===== config.mk =====
export PLATFORM = sky130hd
export DESIGN_NAME = pmu_sequencer_flat
export DESIGN_NICKNAME = d
export VERILOG_FILES = /design/src/rtl/pmu_seq_if.sv /design/src/rtl/pmu_sequencer.sv /design/src/flat_wrapper.sv
export SDC_FILE = /design/constraint.sdc
export NUM_CORES = 1
export LEC_CHECK = 0
export ABC_AREA = 1
export BUFFER_PORTS_ARGS = -buffer_cell sky130_fd_sc_hd__buf_2
export CELL_PAD_IN_SITES_DETAIL_PLACEMENT = 1
export CELL_PAD_IN_SITES_GLOBAL_PLACEMENT = 2
export CORE_MARGIN = 8
export CORE_UTILIZATION = 33
export DETAILED_ROUTE_END_ITERATION = 6
export GPL_TIMING_DRIVEN = 0
export PLACE_DENSITY = 0.92
export SLEW_MARGIN = 5
export SYNTH_ARGS = -nofsm -noshare
export SYNTH_HDL_FRONTEND = slang
export SYNTH_SLANG_ARGS = --single-unit

===== constraint.sdc =====
create_clock -name clk_i -period 2.24 [get_ports clk_i]
set_input_delay 0.448 -clock clk_i [delete_from_list [all_inputs] [get_ports clk_i]]
set_output_delay 0.448 -clock clk_i [all_outputs]
set_load 0.05 [all_outputs]

===== src/rtl/pmu_seq_if.sv =====
// Request/strobe bundle between the clock-change requesters, the wake source
// and the power-manager front end.
interface pmu_seq_if;
  logic       req0;
  logic [7:0] vec0;
  logic       ack0;
  logic       req1;
  logic [7:0] vec1;
  logic       ack1;
  logic       wake;
  logic       change;
  logic [7:0] change_vector;
  logic       err;
  logic       busy;
  logic       asleep;

  modport master (
    output req0, vec0, req1, vec1, wake,
    input  ack0, ack1, change, change_vector, err, busy, asleep
  );

  modport slave (
    input  req0, vec0, req1, vec1, wake,
    output ack0, ack1, change, change_vector, err, busy, asleep
  );
endinterface


===== src/rtl/pmu_sequencer.sv =====
// Power-manager front end: round-robin arbitration of two clock-change
// requesters, vector validation, settle hold-off, and idle auto-sleep/wake.
module pmu_sequencer #(
  parameter int unsigned SETTLE_CYCLES = 16,
  parameter int unsigned IDLE_TIMEOUT  = 12000000,
  parameter logic [7:0]  SLEEP_VECTOR  = 8'hE3,
  parameter logic [7:0]  WAKE_VECTOR   = 8'hE1
) (
  input  logic       clk_i,
  input  logic       reset_ni,
  pmu_seq_if.slave   bus
);

  localparam int unsigned  CW          = (SETTLE_CYCLES > 1) ? $clog2(SETTLE_CYCLES) : 1;
  localparam logic [CW-1:0] SETTLE_LOAD = CW'(SETTLE_CYCLES - 1);
  localparam logic [23:0]   TO_LAST     = 24'(IDLE_TIMEOUT - 1);
  localparam logic          AUTO_SLEEP  = (IDLE_TIMEOUT != 0);

  typedef enum logic {S_IDLE, S_SETTLE} state_e;

  state_e        state_q, state_d;
  logic [CW-1:0] cnt_q, cnt_d;
  logic [23:0]   idle_q, idle_d;
  logic          rr_q, rr_d;
  logic          change_q, change_d;
  logic [7:0]    vec_q, vec_d;
  logic          ack0_q, ack0_d;
  logic          ack1_q, ack1_d;
  logic          err_q, err_d;
  logic          asleep_q, asleep_d;

  logic       wake_go, any_req, gnt0, gnt1, vec_ok, timeout_hit, issue;
  logic [7:0] sel_vec;

  // rr_q=1 hands a tie to requester 1; it always points away from the last grant.
  assign wake_go     = bus.wake & asleep_q;
  assign any_req     = bus.req0 | bus.req1;
  assign gnt1        = bus.req1 & (~bus.req0 | rr_q);
  assign gnt0        = bus.req0 & ~gnt1;
  assign sel_vec     = gnt1 ? bus.vec1 : bus.vec0;
  assign vec_ok      = (sel_vec[7:5] != 3'b000) && (sel_vec[2:0] <= 3'b100);
  assign timeout_hit = AUTO_SLEEP && !asleep_q && (idle_q == TO_LAST);
  assign issue       = (state_q == S_IDLE) &&
                       (wake_go || (any_req ? vec_ok : timeout_hit));

  always_ff @(posedge clk_i or negedge reset_ni) begin
    if (!reset_ni) state_q <= S_IDLE;
    else           state_q <= state_d;
  end

  always_comb begin
    state_d = state_q;
    case (state_q)
      S_IDLE:   if (issue) state_d = S_SETTLE;
      S_SETTLE: if (cnt_q == '0) state_d = S_IDLE;
      default:  state_d = S_IDLE;
    endcase
  end

  always_comb begin
    change_d = 1'b0;
    ack0_d   = 1'b0;
    ack1_d   = 1'b0;
    err_d    = 1'b0;
    vec_d    = vec_q;
    asleep_d = asleep_q;
    rr_d     = rr_q;
    cnt_d    = cnt_q;
    idle_d   = idle_q;
    case (state_q)
      S_IDLE: begin
        if (wake_go) begin
          change_d = 1'b1;
          vec_d    = WAKE_VECTOR;
          asleep_d = 1'b0;
          idle_d   = '0;
        end else if (any_req) begin
          ack0_d = gnt0;
          ack1_d = gnt1;
          rr_d   = gnt0;
          idle_d = '0;
          if (vec_ok) begin
            change_d = 1'b1;
            vec_d    = sel_vec;
            asleep_d = 1'b0;
          end else begin
            err_d = 1'b1;
          end
        end else if (timeout_hit) begin
          change_d = 1'b1;
          vec_d    = SLEEP_VECTOR;
          asleep_d = 1'b1;
        end else if (!asleep_q && !bus.wake && (idle_q != '1)) begin
          idle_d = idle_q + 24'd1;
        end
        if (issue) cnt_d = SETTLE_LOAD;
      end
      S_SETTLE: begin
        idle_d = '0;
        if (cnt_q != '0) cnt_d = cnt_q - 1'b1;
      end
      default: ;
    endcase
  end

  always_ff @(posedge clk_i or negedge reset_ni) begin
    if (!reset_ni) begin
      cnt_q    <= '0;
      idle_q   <= '0;
      rr_q     <= 1'b0;
      change_q <= 1'b0;
      vec_q    <= '0;
      ack0_q   <= 1'b0;
      ack1_q   <= 1'b0;
      err_q    <= 1'b0;
      asleep_q <= 1'b0;
    end else begin
      cnt_q    <= cnt_d;
      idle_q   <= idle_d;
      rr_q     <= rr_d;
      change_q <= change_d;
      vec_q    <= vec_d;
      ack0_q   <= ack0_d;
      ack1_q   <= ack1_d;
      err_q    <= err_d;
      asleep_q <= asleep_d;
    end
  end

  assign bus.change        = change_q;
  assign bus.change_vector = vec_q;
  assign bus.ack0          = ack0_q;
  assign bus.ack1          = ack1_q;
  assign bus.err           = err_q;
  assign bus.asleep        = asleep_q;
  assign bus.busy          = (state_q == S_SETTLE);

endmodule


===== src/flat_wrapper.sv =====
// flat-port wrapper written by rule: the top's interface ports become plain ports
module pmu_sequencer_flat 
#(
  parameter int unsigned SETTLE_CYCLES = 16,
  parameter int unsigned IDLE_TIMEOUT  = 12000000,
  parameter logic [7:0]  SLEEP_VECTOR  = 8'hE3,
  parameter logic [7:0]  WAKE_VECTOR   = 8'hE1
)
  (clk_i, reset_ni, bus_req0, bus_vec0, bus_req1, bus_vec1, bus_wake, bus_ack0, bus_ack1, bus_change, bus_change_vector, bus_err, bus_busy, bus_asleep);
  pmu_seq_if bus_i ();
  input  logic clk_i;
  input  logic reset_ni;
  input wire logic [$bits(bus_i.req0)-1:0] bus_req0;
  input wire logic [$bits(bus_i.vec0)-1:0] bus_vec0;
  input wire logic [$bits(bus_i.req1)-1:0] bus_req1;
  input wire logic [$bits(bus_i.vec1)-1:0] bus_vec1;
  input wire logic [$bits(bus_i.wake)-1:0] bus_wake;
  output wire logic [$bits(bus_i.ack0)-1:0] bus_ack0;
  output wire logic [$bits(bus_i.ack1)-1:0] bus_ack1;
  output wire logic [$bits(bus_i.change)-1:0] bus_change;
  output wire logic [$bits(bus_i.change_vector)-1:0] bus_change_vector;
  output wire logic [$bits(bus_i.err)-1:0] bus_err;
  output wire logic [$bits(bus_i.busy)-1:0] bus_busy;
  output wire logic [$bits(bus_i.asleep)-1:0] bus_asleep;
  assign bus_i.req0 = bus_req0;
  assign bus_i.vec0 = bus_vec0;
  assign bus_i.req1 = bus_req1;
  assign bus_i.vec1 = bus_vec1;
  assign bus_i.wake = bus_wake;
  assign bus_ack0 = bus_i.ack0;
  assign bus_ack1 = bus_i.ack1;
  assign bus_change = bus_i.change;
  assign bus_change_vector = bus_i.change_vector;
  assign bus_err = bus_i.err;
  assign bus_busy = bus_i.busy;
  assign bus_asleep = bus_i.asleep;
  pmu_sequencer #(.SETTLE_CYCLES(SETTLE_CYCLES), .IDLE_TIMEOUT(IDLE_TIMEOUT), .SLEEP_VECTOR(SLEEP_VECTOR), .WAKE_VECTOR(WAKE_VECTOR)) u_core (.clk_i(clk_i), .reset_ni(reset_ni), .bus(bus_i));
endmodule

======== After elaboration in Yosys (flattened, before gate mapping) ========
Cells that the tools add are included.
word-level totals
  register bits after elaboration ......... 43
  output and inout bits ................... 14
  logic and storage cells ................. 81
  bits of input ports ..................... 21
cells by class
  $add $sub $neg .......................... 2
  $lt $le $gt $ge ......................... 1
  bitwise operators ....................... 9
  reduce and logical (&&, ||, !) cells .... 16
  mux-type cells .......................... 36
  equal/unequal tests ..................... 7
operators with widths
  kind                   count
  $mux 24                4
  $pmux 24 s2            1
  $mux 8                 5
  $add 24x1->24 const B  1
  $eq 24x24->1 const B   1
  $ne 24x24->1 const B   1
  $mux 1                 22
  $mux 4                 2
  $ne 4x2->1 const B     2
  $pmux 4 s2             1
  $reduce_and 3->1       2
  $reduce_bool 3->1      2
  $logic_and 1x1->1      5
  $logic_not 4->1        1
  $not 1->1              4
  $reduce_and 2->1       2
  $reduce_bool 4->1      1
  $sub 4x1->4 const B    1
  $and 1x1->1            3
  $le 3x3->1 const B     1
  $ne 3x2->1 const B     1
  $logic_not 1->1        2
  $ne 2x1->1 const B     1
  $ne 2x2->1 const B     1
  3 further kinds        4

======== Logic depth before layout (Yosys ltp) ========
Gate-level depths: netlist (run 1).
  depth after elaboration ................. 11
  gate-level depth with buffers ........... 13
  mapped depth without buffers ............ 12

======== Least setup slack after synthesis (run 1) ========
No wires, ideal clock.
  path type ............................... register to register
  start ................................... reg u_core.asleep_q (netlist: u_core.bus.asleep)
  end ..................................... reg u_core.cnt_q[0]
  cell stages (with the launch flop) ...... 13
  data arrival time ....................... 1644 ps
  path buffers ............................ 1
  setup slack ............................. 479 ps
  setup time .............................. 118 ps
  required time ........................... 2122 ps
  clock period less this slack ............ 1761 ps
  path through ............................ dfrtp_1 nand2_1 inv_1 nor2_4 inv_2 nor2_2 nand2_1 nand2_1 inv_2 nand3_4 buf_6 nand3_1 nand2_1
between the ends
  word-level cells in the longest chain between the ends .. 7
  elaborated cells between the ends (all ways) .. 8
  classes of those cells .................. 1 x eq/ne; 1 x mux; 1 x bitwise; 5 x reduce/logical
RTL lines
  element                              RTL line              source
  start: declaration                   pmu_sequencer.sv:30   logic asleep_q, asleep_d;
  start signal: assignment             pmu_sequencer.sv:126  asleep_q <= asleep_d;
  $logic_not 1->1                      pmu_sequencer.sv:42   assign timeout_hit = AUTO_SLEEP && !asleep_q && (idle_q == TO_LAST);
  $logic_and 1x1->1                    pmu_sequencer.sv:42
  $mux 1                               pmu_sequencer.sv:44   (wake_go || (any_req ? vec_ok : timeout_hit));
  $logic_or 1x1->1 *                   pmu_sequencer.sv:44
  $logic_and 1x1->1 *                  pmu_sequencer.sv:43   assign issue = (state_q == S_IDLE) &&
  $ne 2x1->1 (no source line) *        n/a
  $reduce_and 2->1 (no source line) *  n/a
  end signal: assignment               pmu_sequencer.sv:118  cnt_q <= cnt_d;
  end: declaration                     pmu_sequencer.sv:22   logic [CW-1:0] cnt_q, cnt_d;
Every way passes the cells marked *; elsewhere a longest branch is shown, timed or not.
A chain may end at the register's enable or synchronous reset.

======== Final worst setup path (run 1) ========
  start ................................... reg u_core.idle_q[0]
  end ..................................... reg u_core.idle_q[12]
between the ends
  word-level cells in the longest chain between the ends .. 6
  elaborated cells between the ends (all ways) .. 13
  classes of those cells .................. 1 x add/sub; 4 x eq/ne; 5 x mux; 3 x reduce/logical
RTL lines
  element                   RTL line              source
  start: declaration        pmu_sequencer.sv:23   logic [23:0] idle_q, idle_d;
  start signal: assignment  pmu_sequencer.sv:119  idle_q <= idle_d;
  $add 24x1->24             pmu_sequencer.sv:94   idle_d = idle_q + 24'd1;
  $mux 24                   pmu_sequencer.sv:93   end else if (!asleep_q && !bus.wake && (idle_q != '1)) begin
  $mux 24                   pmu_sequencer.sv:89   end else if (timeout_hit) begin
  $mux 24                   pmu_sequencer.sv:77   end else if (any_req) begin
  $mux 24                   pmu_sequencer.sv:72   if (wake_go) begin
  $pmux 24 s2               pmu_sequencer.sv:70   case (state_q)
Several ways; a longest one is shown, not always the timed one. The select of a mux whose other input is x is not followed.

==> results of run 1 <==
-- final timing paths --
check	slack [ns]	endpoint	cells past startpoint
setup / recovery	0.22	u_core.idle_q[12]	11
hold / removal	0.32	u_core.bus.change_vector[2]	1
setup reg to reg	0.22	u_core.idle_q[12]	11
hold reg to reg	0.48	u_core.bus.change_vector[2]	2
max in group asynchronous	1.20	u_core.idle_q[0]	1
min in group clk_i	0.44	u_core.bus.ack0	3
-- cells by family after synthesis --
kind of cell    Yosys count  share of synthesized area
simple gates            280                      0.432
mux                       1                    0.00380
compound gates           38                     0.0836
xor+xnor                  6                     0.0177
buf+inv                  57                     0.0870
flops                    43                      0.363
fa+ha+maj                 3                     0.0127
-- cell type report --
type,count,area [um^2]
fill,1140,5360
multi-input combinational,328,1640
timing repair buffer,33,165
clock inverter,3,23.8
inverter,45,170
sequential,43,1080
clock buffer,5,68.8
tap,108,135
buffer,12,87.6
-- layer usage --
layer  part of all wire  wire length (um)  vias to the layer above  track usage
met4              0.023               211                        0       0.0541
met5                  0                 0                        -            0
met1               0.46              4310                     1430        0.191
met2               0.48              4450                       59        0.260
met3              0.040               371                       17       0.0308
li1                   -                 -                     1461            -
-- power groups by stage --
stage	logic [mW]	registers, mW	clock network (mW)
floorplan	0.565	1.38	0
global placement	1.23	1.04	0
detailed placement	1.27	1.04	0
CTS	1.28	1.03	0.566
global route	1.38	1.05	0.592
finish	1.26	1.03	0.542
-- state kept, by name (all words and copies together) (netlist names) --
register                  count
u_core.idle_q                24
u_core.bus.change_vector      8
u_core.cnt_q                  4
u_core.bus.ack0               1
u_core.bus.ack1               1
u_core.bus.asleep             1
u_core.bus.busy               1
u_core.bus.change             1
u_core.bus.err                1
u_core.rr_q                   1
-- layout by cell type (no fill, tap or decap), types with 3 or more instances in the layout --
cell      count
nor2_2        4
xor2_1        4
o21ai_2      13
buf_2        34
clkbuf_1      4
nand4_1       5
nand2_4       3
nor3_1       15
a21oi_1       4
nand3_1      64
o21ai_1       5
buf_6         5
o21ai_0      12
clkbuf_8      5
nor2_4        6
inv_1        39
nand2_1     126
dfrtp_1      42
nor2_1       48
inv_2         5
-- through the flow --
| stage | util | std cells | hold WS, ns |
|---|---|---|---|
| after detailed placement | 0.374 | 569 | 0.458 |
| final | 0.386 | 577 | 0.323 |
| after CTS | 0.385 | 577 | 0.360 |
| after global routing | 0.386 | 577 | 0.404 |
| after global placement | 0.374 | 569 | 0.453 |
| after floorplan | - | 428 | 0.152 |
-- worst max-delay path: stages (launching register included) --
cell and delay, ns:
dfrtp_2 0.43, ha_2 0.24, nand2_2 0.11, nor2_4 0.20, nand3_1 0.13, nor2_1 0.14, nand2_1 0.09, nand3_2 0.16
nand2_4 0.11, buf_6 0.16, nand3_1 0.08, nand2_1 0.06
-- timing repair --
action | CTS | global route
setup buffers | 0 | 0
resized for setup | 0 | 3
hold endpoints to repair | 0 | 0
setup endpoints to repair | 0 | 20
==> out/qor.yml, run 1 <==
sta:
  fmax_mhz: 494
  min_period_over_period: 0.903
  finalWorstSetupSlack_ns: 0.216
  finClkSkew_ns: 0.0116
  finalHoldViolations: 0
  layout_min_cycle_time_ns: 2.02
  tightest_slew_ns: 1.06
  slew_violations: 0
  rsz0062_at_grt: "no"
  setup_viol: 0
  maxSlewHeadroom: 0.293
  setup_tns_ns: 0
clock_network:
  cts_num_sinks: 43
  cts_tree: "built"
  cts_buffer_depth: 2
  htreeDepth: 2
  hold_buffers: 0
  clockRootBuffer: "clkbuf_8"
  cts-buffers-inserted: 5
  path_clk_slew_ns: 0.10
  clk_latency_ns: 0.31
min_path:
  hold_path_class: "in -> async"
yosys:
  yosysSeqAreaShare: 0.363
  synth_edf_count: 0
  synthArstFlopShare: 1.00
  yosysTopAreaCell: "dfrtp_1"
  synthFlopType: "dfrtp_1"
  synthesis.nets: 452
  synth_common_cells: "nand2_1, nand3_1, nor2_1, dfrtp_1, inv_1"
  netlist_instances: 428
  syn_avg_cell_area_um2: 6.93
  ys_top_cells_by_area: "dfrtp_1, nand2_1, nand3_1"
  syn_area_mm2: 0.00296
  yosys.cell_count.top_type: "nand2_1"
  yosysTopAreaCellShare: 0.363
  yosysUniqueCellTypes: 34
  ys_warn_count: 0
  ys_ff_latch: 43
drt:
  drt_iter0_markers: 101
  vias_per_cell: 5.14
  ant_nets: 0
  wl_mm: 9.34
  wl_per_cell_um: 16.2
  drc_errors: 0
  vias: 2967
  firstDrtPassIters: 4
flow_run:
  cap_violations: 0
final_layout:
  diodes: 0
  final_area_mm2: 0.00336
  syn2layout_area_growth_pct: 13.5
  finalNetCount: 492
  drive_gt1_frac: 0.188
placement:
  placed_cell_area_mm2: 0.00326
  preCtsSetupSlack_ns: 0.0950
  portBuffers: 33
  routabilityCongestion: 0.825
  dp_hpwl_mm: 7.21
pwr:
  swShare: 0.483
  netSwitchingPower_mw: 1.37
  power_frac_seq: 0.363
  pwr-share-clk: 0.192
  finalPower_mw: 2.83
  p_leak_nw: 1.54
  pwr-share-comb: 0.445
  ir_worst_vdd_mv: 0.359
  pwr_density_cell_mw_per_mm2: 841
  internal-power_mw: 1.46
floorplan:
  die_width_um: 111
  die_area_mm2: 0.0123
  start_util: 0.340
  ios: 35
  die_y_um: 111
  core_area_mm2: 0.00872
  num_rows: 34
global_route:
  grt_pass1_vias: 3220
  overflow: 0
  antenna_found_initial: 0
  grt_max_degree: 44
  grt_usage: 0.155
  grt_pass1_wl_mm: 15.9
worst_setup_path:
  start_kind: "register"
  worstPathArrival_ns: 2.22
  rr_startpoint: "u_core.idle_q[0]"
  critPathMaxFanout: 10
  end_kind: "register"
  cp.required_ns: 2.44
  critPathKind: "reg -> reg"
  crit_start: "u_core.idle_q[0]"
outcome:
  status: "completed"
Note: power is estimated with default switching activity, not from simulation.
==> run 2, diff against run 1 <==
--- a/config.mk
+++ b/config.mk
@@ -9,11 +9,11 @@
 export BUFFER_PORTS_ARGS = -buffer_cell sky130_fd_sc_hd__buf_2
 export CELL_PAD_IN_SITES_DETAIL_PLACEMENT = 1
 export CELL_PAD_IN_SITES_GLOBAL_PLACEMENT = 2
-export CORE_MARGIN = 8
 export CORE_UTILIZATION = 33
 export DETAILED_ROUTE_END_ITERATION = 6
 export GPL_TIMING_DRIVEN = 0
 export PLACE_DENSITY = 0.92
+export SETUP_SLACK_MARGIN = 0.3
 export SLEW_MARGIN = 5
 export SYNTH_ARGS = -nofsm -noshare
 export SYNTH_HDL_FRONTEND = slang
==> out/qor.yml, run 2 (synthesis results as in run 1) <==
outcome:
  status: "completed"
floorplan:
  die_y_um: 96.8  # -13%
  die_width_um: 96.8  # -13%
  ios: 35  # unchanged
  core_area_mm2: 0.00872  # unchanged
  num_rows: 34  # unchanged
  die_area_mm2: 0.00937  # -24%
  start_util: 0.340  # unchanged
clock_network:
  path_clk_slew_ns: 0.10  # about the same
  cts_num_sinks: 43  # unchanged
  cts_buffer_depth: 2  # unchanged
  clockRootBuffer: "clkbuf_8"
  hold_buffers: 0  # unchanged
  clk_latency_ns: 0.31  # about the same
  htreeDepth: 2  # unchanged
  cts_tree: "built"
  cts-buffers-inserted: 5  # unchanged
sta:
  min_period_over_period: 0.835  # -0.0681
  setup_tns_ns: 0  # unchanged
  slew_violations: 0  # unchanged
  finalHoldViolations: 0  # unchanged
  finClkSkew_ns: 0.00623  # -0.00533 ns
  rsz0062_at_grt: "yes"
  setup_viol: 0  # unchanged
  hold-worst-slack_ns: 0.328  # +0.00502 ns
  layout_min_cycle_time_ns: 1.87  # -0.153 ns
  fmax_mhz: 534  # +8.2%
  tightest_slew_ns: 1.07  # +0.0125 ns
  maxSlewHeadroom: 0.285  # -0.00836
drt:
  firstDrtPassIters: 4  # unchanged
  vias_per_cell: 5.03  # -2.3%
  ant_nets: 0  # unchanged
  drc_errors: 0  # unchanged
  met1Wirelength_mm: 4.28  # -0.70%
  drt_iter0_markers: 88  # -13%
  dr_wl_met2_mm: 4.72  # +6.1%
  top_layer: "met4"
  wl_per_cell_um: 16.0  # -1.2%
  route.met3.wl_um: 297  # -20%
  wl_mm: 9.42  # +0.81%
  vias: 2960  # -0.24%
global_route:
  grt_usage: 0.210  # +0.0551
  antenna_found_initial: 0  # unchanged
  grt_max_degree: 44  # unchanged
  overflow: 0  # unchanged
  grt_pass1_wl_mm: 15.8  # -0.78%
  grt_pass1_vias: 3127  # -2.9%
worst_setup_path:
  cp_cell_sequence: "inv_1 > nand2_1 > nor2_1 > inv_1 > nor2_1 > nand3_4 > nand2_2 > nand3_4 > buf_6 > nand3_1 > nand2_1"
  start_kind: "register"
  end_kind: "register"
  cp.required_ns: 2.45  # about the same
  critPathMaxFanout: 10  # unchanged
  max_stage_delay_ns: 0.45  # +0.02 ns
  worstPathArrival_ns: 2.08  # -0.14 ns
  slowest_stage: "dfrtp_1"
  critPathKind: "reg -> reg"
final_layout:
  top_register: "u_core.idle_q"
  post-route-util: 0.402  # +0.0168
  layout_commonest_cell: "nand2_1"
  syn2layout_area_growth_pct: 18.4
  layout_common_cells: "nand2_1, nand3_1, nor2_1"
  final_area_mm2: 0.00351  # +4.4%
  diodes: 0  # unchanged
  largest_reg_flops: 24  # unchanged
  drive_gt1_frac: 0.222  # +0.0348
  finalNetCount: 504  # +2.4%
placement:
  placed_cell_area_mm2: 0.00326  # unchanged
  dp_hpwl_mm: 6.92  # -4.0%
  portBuffers: 33  # unchanged
  routabilityCongestion: 0.805  # -2.4%
flow_run:
  cap_violations: 0  # unchanged
pwr:
  ir_worst_vdd_mv: 0.287  # -20%
  p_leak_nw: 1.62  # +5.2%
  finalPower_mw: 2.86  # +1.0%
  pwr_density_cell_mw_per_mm2: 814  # -3.2%
min_path:
  hold_path_class: "in -> async"
run 2: cell count changes in the layout (fill, tap and decap cells not counted), moves of 2 or more:
cell | previous run | this run
nor2_1 | 48 | 44
nand2_1 | 126 | 124
nor2_2 | 4 | 8
buf_4 | 1 | 13
nand3_4 | 1 | 3
run 2: worst max-delay path: cells and delay by family, from the launching register on:
kind | cells | cell delay [ns]
simple gates | 8 | 0.94
flops | 1 | 0.45
buf+inv | 3 | 0.37
run 2: final timing paths:
kind | from | to | slack [ns] | depth (start not counted)
max | u_core.idle_q[10] | u_core.cnt_q[2] | 0.37 | 11
min reg2reg | u_core.bus.change_vector[4] | u_core.bus.change_vector[4] | 0.48 | 2
max in group asynchronous | reset_ni | u_core.idle_q[22] | 1.26 | 1
min | reset_ni | u_core.bus.change_vector[1] | 0.33 | 1
max reg2reg | u_core.idle_q[10] | u_core.cnt_q[2] | 0.37 | 11
min in group clk_i | bus_req0 | u_core.bus.ack0 | 0.43 | 3
run 2: final cells by class:
class | count | area, um^2
plain buffers | 12 | 87.6
flip-flops and latches | 43 | 1080
well taps | 108 | 135
repair buffers | 45 | 255
fillers | 1128 | 5210
clock buffers | 5 | 68.8
multi-input cells | 328 | 1690
clock inverters | 3 | 23.8
inverters | 45 | 170
run 2: where the power goes:
group	switching, mW	total [mW]	internal [mW]
logic	0.934	1.27	0.338
registers	0.108	1.03	0.926
clock network	0.327	0.551	0.224
total	1.37	2.86	1.49
run 2: through the flow:
step                std cells  worst slack, ns
floorplan                 428            0.479
global placement          569            0.193
detailed placement        569            0.164
CTS                       579            0.304
global route              589            0.256
finish                    589            0.369
run 2: metal layers:
layer | global-route usage | vias up
met5 | 0 | -
met4 | 0.0551 | 0
met3 | 0.0376 | 9
met2 | 0.365 | 46
met1 | 0.267 | 1415
li1 | - | 1490
run 2: timing repair:
item	4_1_cts	5_1_grt
pin swaps	2	7
buffers inserted	2	10
setup endpoints to repair	35	34
resized for setup	1	14
==> run 3, diff against run 2 <==
==> constraint.sdc (replaced) <==
create_clock -name clk_i -period 1.85 [get_ports clk_i]
set_input_delay 0.37 -clock clk_i [delete_from_list [all_inputs] [get_ports clk_i]]
set_output_delay 0.37 -clock clk_i [all_outputs]
set_load 0.05 [all_outputs]
==> out/qor.yml, run 3 (synthesis results as in run 1) <==
drt:
  vias_per_cell: 5.26  # +4.6%
  drt_iter0_markers: 157  # +78%
  drc_errors: 0  # unchanged
  firstDrtPassIters: 4  # unchanged
  wl_mm: 11.7  # +25%
  wl_per_cell_um: 18.9  # +18%
  vias: 3270  # +10%
  ant_nets: 0  # unchanged
global_route:
  grt_util_met3: 0.0210  # -0.0166
  antenna_found_initial: 0  # unchanged
  grt_usage: 0.247  # +0.0372
  global_route.peak_usage_layer: "met2"
  grt_max_degree: 44  # unchanged
  grt_pass1_vias: 3507  # +12%
  grt_pass1_wl_mm: 18.3  # +16%
  grtUsageMet1: 0.337  # +0.0698
  grtUsageMet2: 0.411  # +0.0460
  overflow: 0  # unchanged
placement:
  portBuffers: 33  # unchanged
  dp_hpwl_mm: 7.16  # +3.4%
  routabilityCongestion: 0.837  # +3.9%
pwr:
  p_leak_nw: 1.87  # +16%
  pwr_density_cell_mw_per_mm2: 926  # +14%
  finalPower_mw: 3.94  # +38%
  ir_worst_vdd_mv: 0.636  # +120%
clock_network:
  cts_tree: "built"
  htreeDepth: 2  # unchanged
  cts-buffers-inserted: 5  # unchanged
  clockRootBuffer: "clkbuf_8"
  cts_buffer_depth: 2  # unchanged
  path_clk_slew_ns: 0.12  # +0.02 ns
  hold_buffers: 0  # unchanged
  clk_latency_ns: 0.33  # +0.02 ns
  cts_num_sinks: 43  # unchanged
worst_setup_path:
  end_kind: "register"
  worstPathArrival_ns: 2.03  # -0.05 ns
  cp.required_ns: 2.06  # -0.39 ns
  worstRegToRegCells: 10  # -1
  critPathKind: "reg -> reg"
  reg2reg_to: "u_core.idle_q[12]"
  regToRegSetupSlack_ns: 0.03  # -0.34 ns
  rr_startpoint: "u_core.idle_q[10]"
  crit_start: "u_core.idle_q[10]"
  critPathMaxFanout: 8  # -2
  cp-endpoint: "u_core.idle_q[12]"
  start_kind: "register"
sta:
  layout_min_cycle_time_ns: 1.82  # -0.0512 ns
  setup_tns_ns: 0  # unchanged
  fmax_mhz: 549  # +2.8%
  hold-worst-slack_ns: 0.209  # -0.119 ns
  rsz0062_at_grt: "yes"
  slew_violations: 0  # unchanged
  maxSlewHeadroom: 0.299  # +0.0145
  finalHoldViolations: 0  # unchanged
  setup_viol: 0  # unchanged
  min_period_over_period: 0.984  # +0.148
  tightest_slew_ns: 1.05  # -0.0218 ns
  finClkSkew_ns: 0.0186  # +0.0124 ns
final_layout:
  fill_cells: 1077  # -4.5%
  syn2layout_area_growth_pct: 43.5
  diodes: 0  # unchanged
  drive_gt1_frac: 0.440  # +0.217
  top_register: "u_core.idle_q"
  layout_commonest_cell: "nand2_1"
  finalNetCount: 537  # +6.5%
  largest_reg_flops: 24  # unchanged
  layout_common_cells: "nand2_1, nand3_1, buf_4"
floorplan:
  die_area_mm2: 0.00937  # unchanged
  die_width_um: 96.8  # unchanged
  ios: 35  # unchanged
  num_rows: 34  # unchanged
  core_area_mm2: 0.00872  # unchanged
  start_util: 0.340  # unchanged
  die_y_um: 96.8  # unchanged
outcome:
  status: "completed"
min_path:
  hold_path_class: "in -> async"
flow_run:
  cap_violations: 0  # unchanged
==> run 3: cell count changes in the layout (fill, tap and decap cells not counted), moves of 10 or more <==
cell	change
buf_4	+23
dfrtp_1	-10
dfrtp_2	+10
nand2_1	-29
nand2_2	+20
nand3_1	-17
nand3_2	+16
nor2_1	-16
nor2_4	+14
==> run 3: worst min path at each step <==
stage / slack (ns) / end / startpoint
3_3_place_gp: 0.45 / u_core.bus.change_vector[4] / u_core.bus.change_vector[4]
2_1_floorplan: 0.07 / u_core.bus.ack0 / reset_ni
3_5_place_dp: 0.46 / u_core.bus.change_vector[4] / u_core.bus.change_vector[4]
4_1_cts: 0.28 / u_core.cnt_q[1] / reset_ni
6_report: 0.21 / u_core.cnt_q[1] / reset_ni
5_1_grt: 0.29 / u_core.cnt_q[1] / reset_ni
==> run 3: worst max-delay path: stages (launching register included) <==
cell and delay [ns]:
dfrtp_1 0.48, nand2_1 0.20, nor2_4 0.18, nand3_4 0.10
nor2_4 0.11, nand2_2 0.08, nand3_4 0.12, nand2_8 0.12
buf_16 0.16, nand3_2 0.07, nand2_1 0.07
==> run 3: timing repair <==
| action | in CTS | in global routing |
|---|---|---|
| setup endpoints to repair | 40 | 39 |
| gates cloned | 2 | 1 |
| buffers inserted | 34 | 8 |
| resized for setup | 66 | 57 |
| pin swaps | 15 | 22 |
==> run 3: through the flow <==
| step | util | area (um^2) | cells | setup WS [ns] |
|---|---|---|---|---|
| detailed placement | 0.385 | 3360 | 569 | -0.138 |
| floorplan | - | 3060 | 428 | 0.240 |
| finish | 0.488 | 4250 | 622 | 0.0300 |
| global placement | 0.385 | 3360 | 569 | -0.0608 |
| global route | 0.488 | 4250 | 622 | -0.0120 |
| CTS | 0.456 | 3970 | 613 | 0.101 |
==> run 3: layout make-up <==
class / count / area [um^2] / area share
well taps: 108 / 135 / 0.0318
clock inverters: 3 / 25.0 / 0.00588
flip-flops and latches: 43 / 1090 / 0.256
multi-input cells: 328 / 2070 / 0.486
plain buffers: 12 / 113 / 0.0265
clock buffers: 5 / 68.8 / 0.0162
inverters: 45 / 174 / 0.0409
repair buffers: 78 / 583 / 0.137
==> run 3: layer usage <==
metal,wire length [um],up-vias
met1,5160,1625
met5,0,-
met2,5880,65
met4,363,0
met3,333,27
li1,-,1553
==> run 3: power by group <==
group          total (mW)  switching, mW  internal [mW]
combinational        1.93           1.34          0.588
sequential           1.31          0.189           1.13
clock               0.699          0.427          0.272
total                3.94           1.95           1.99
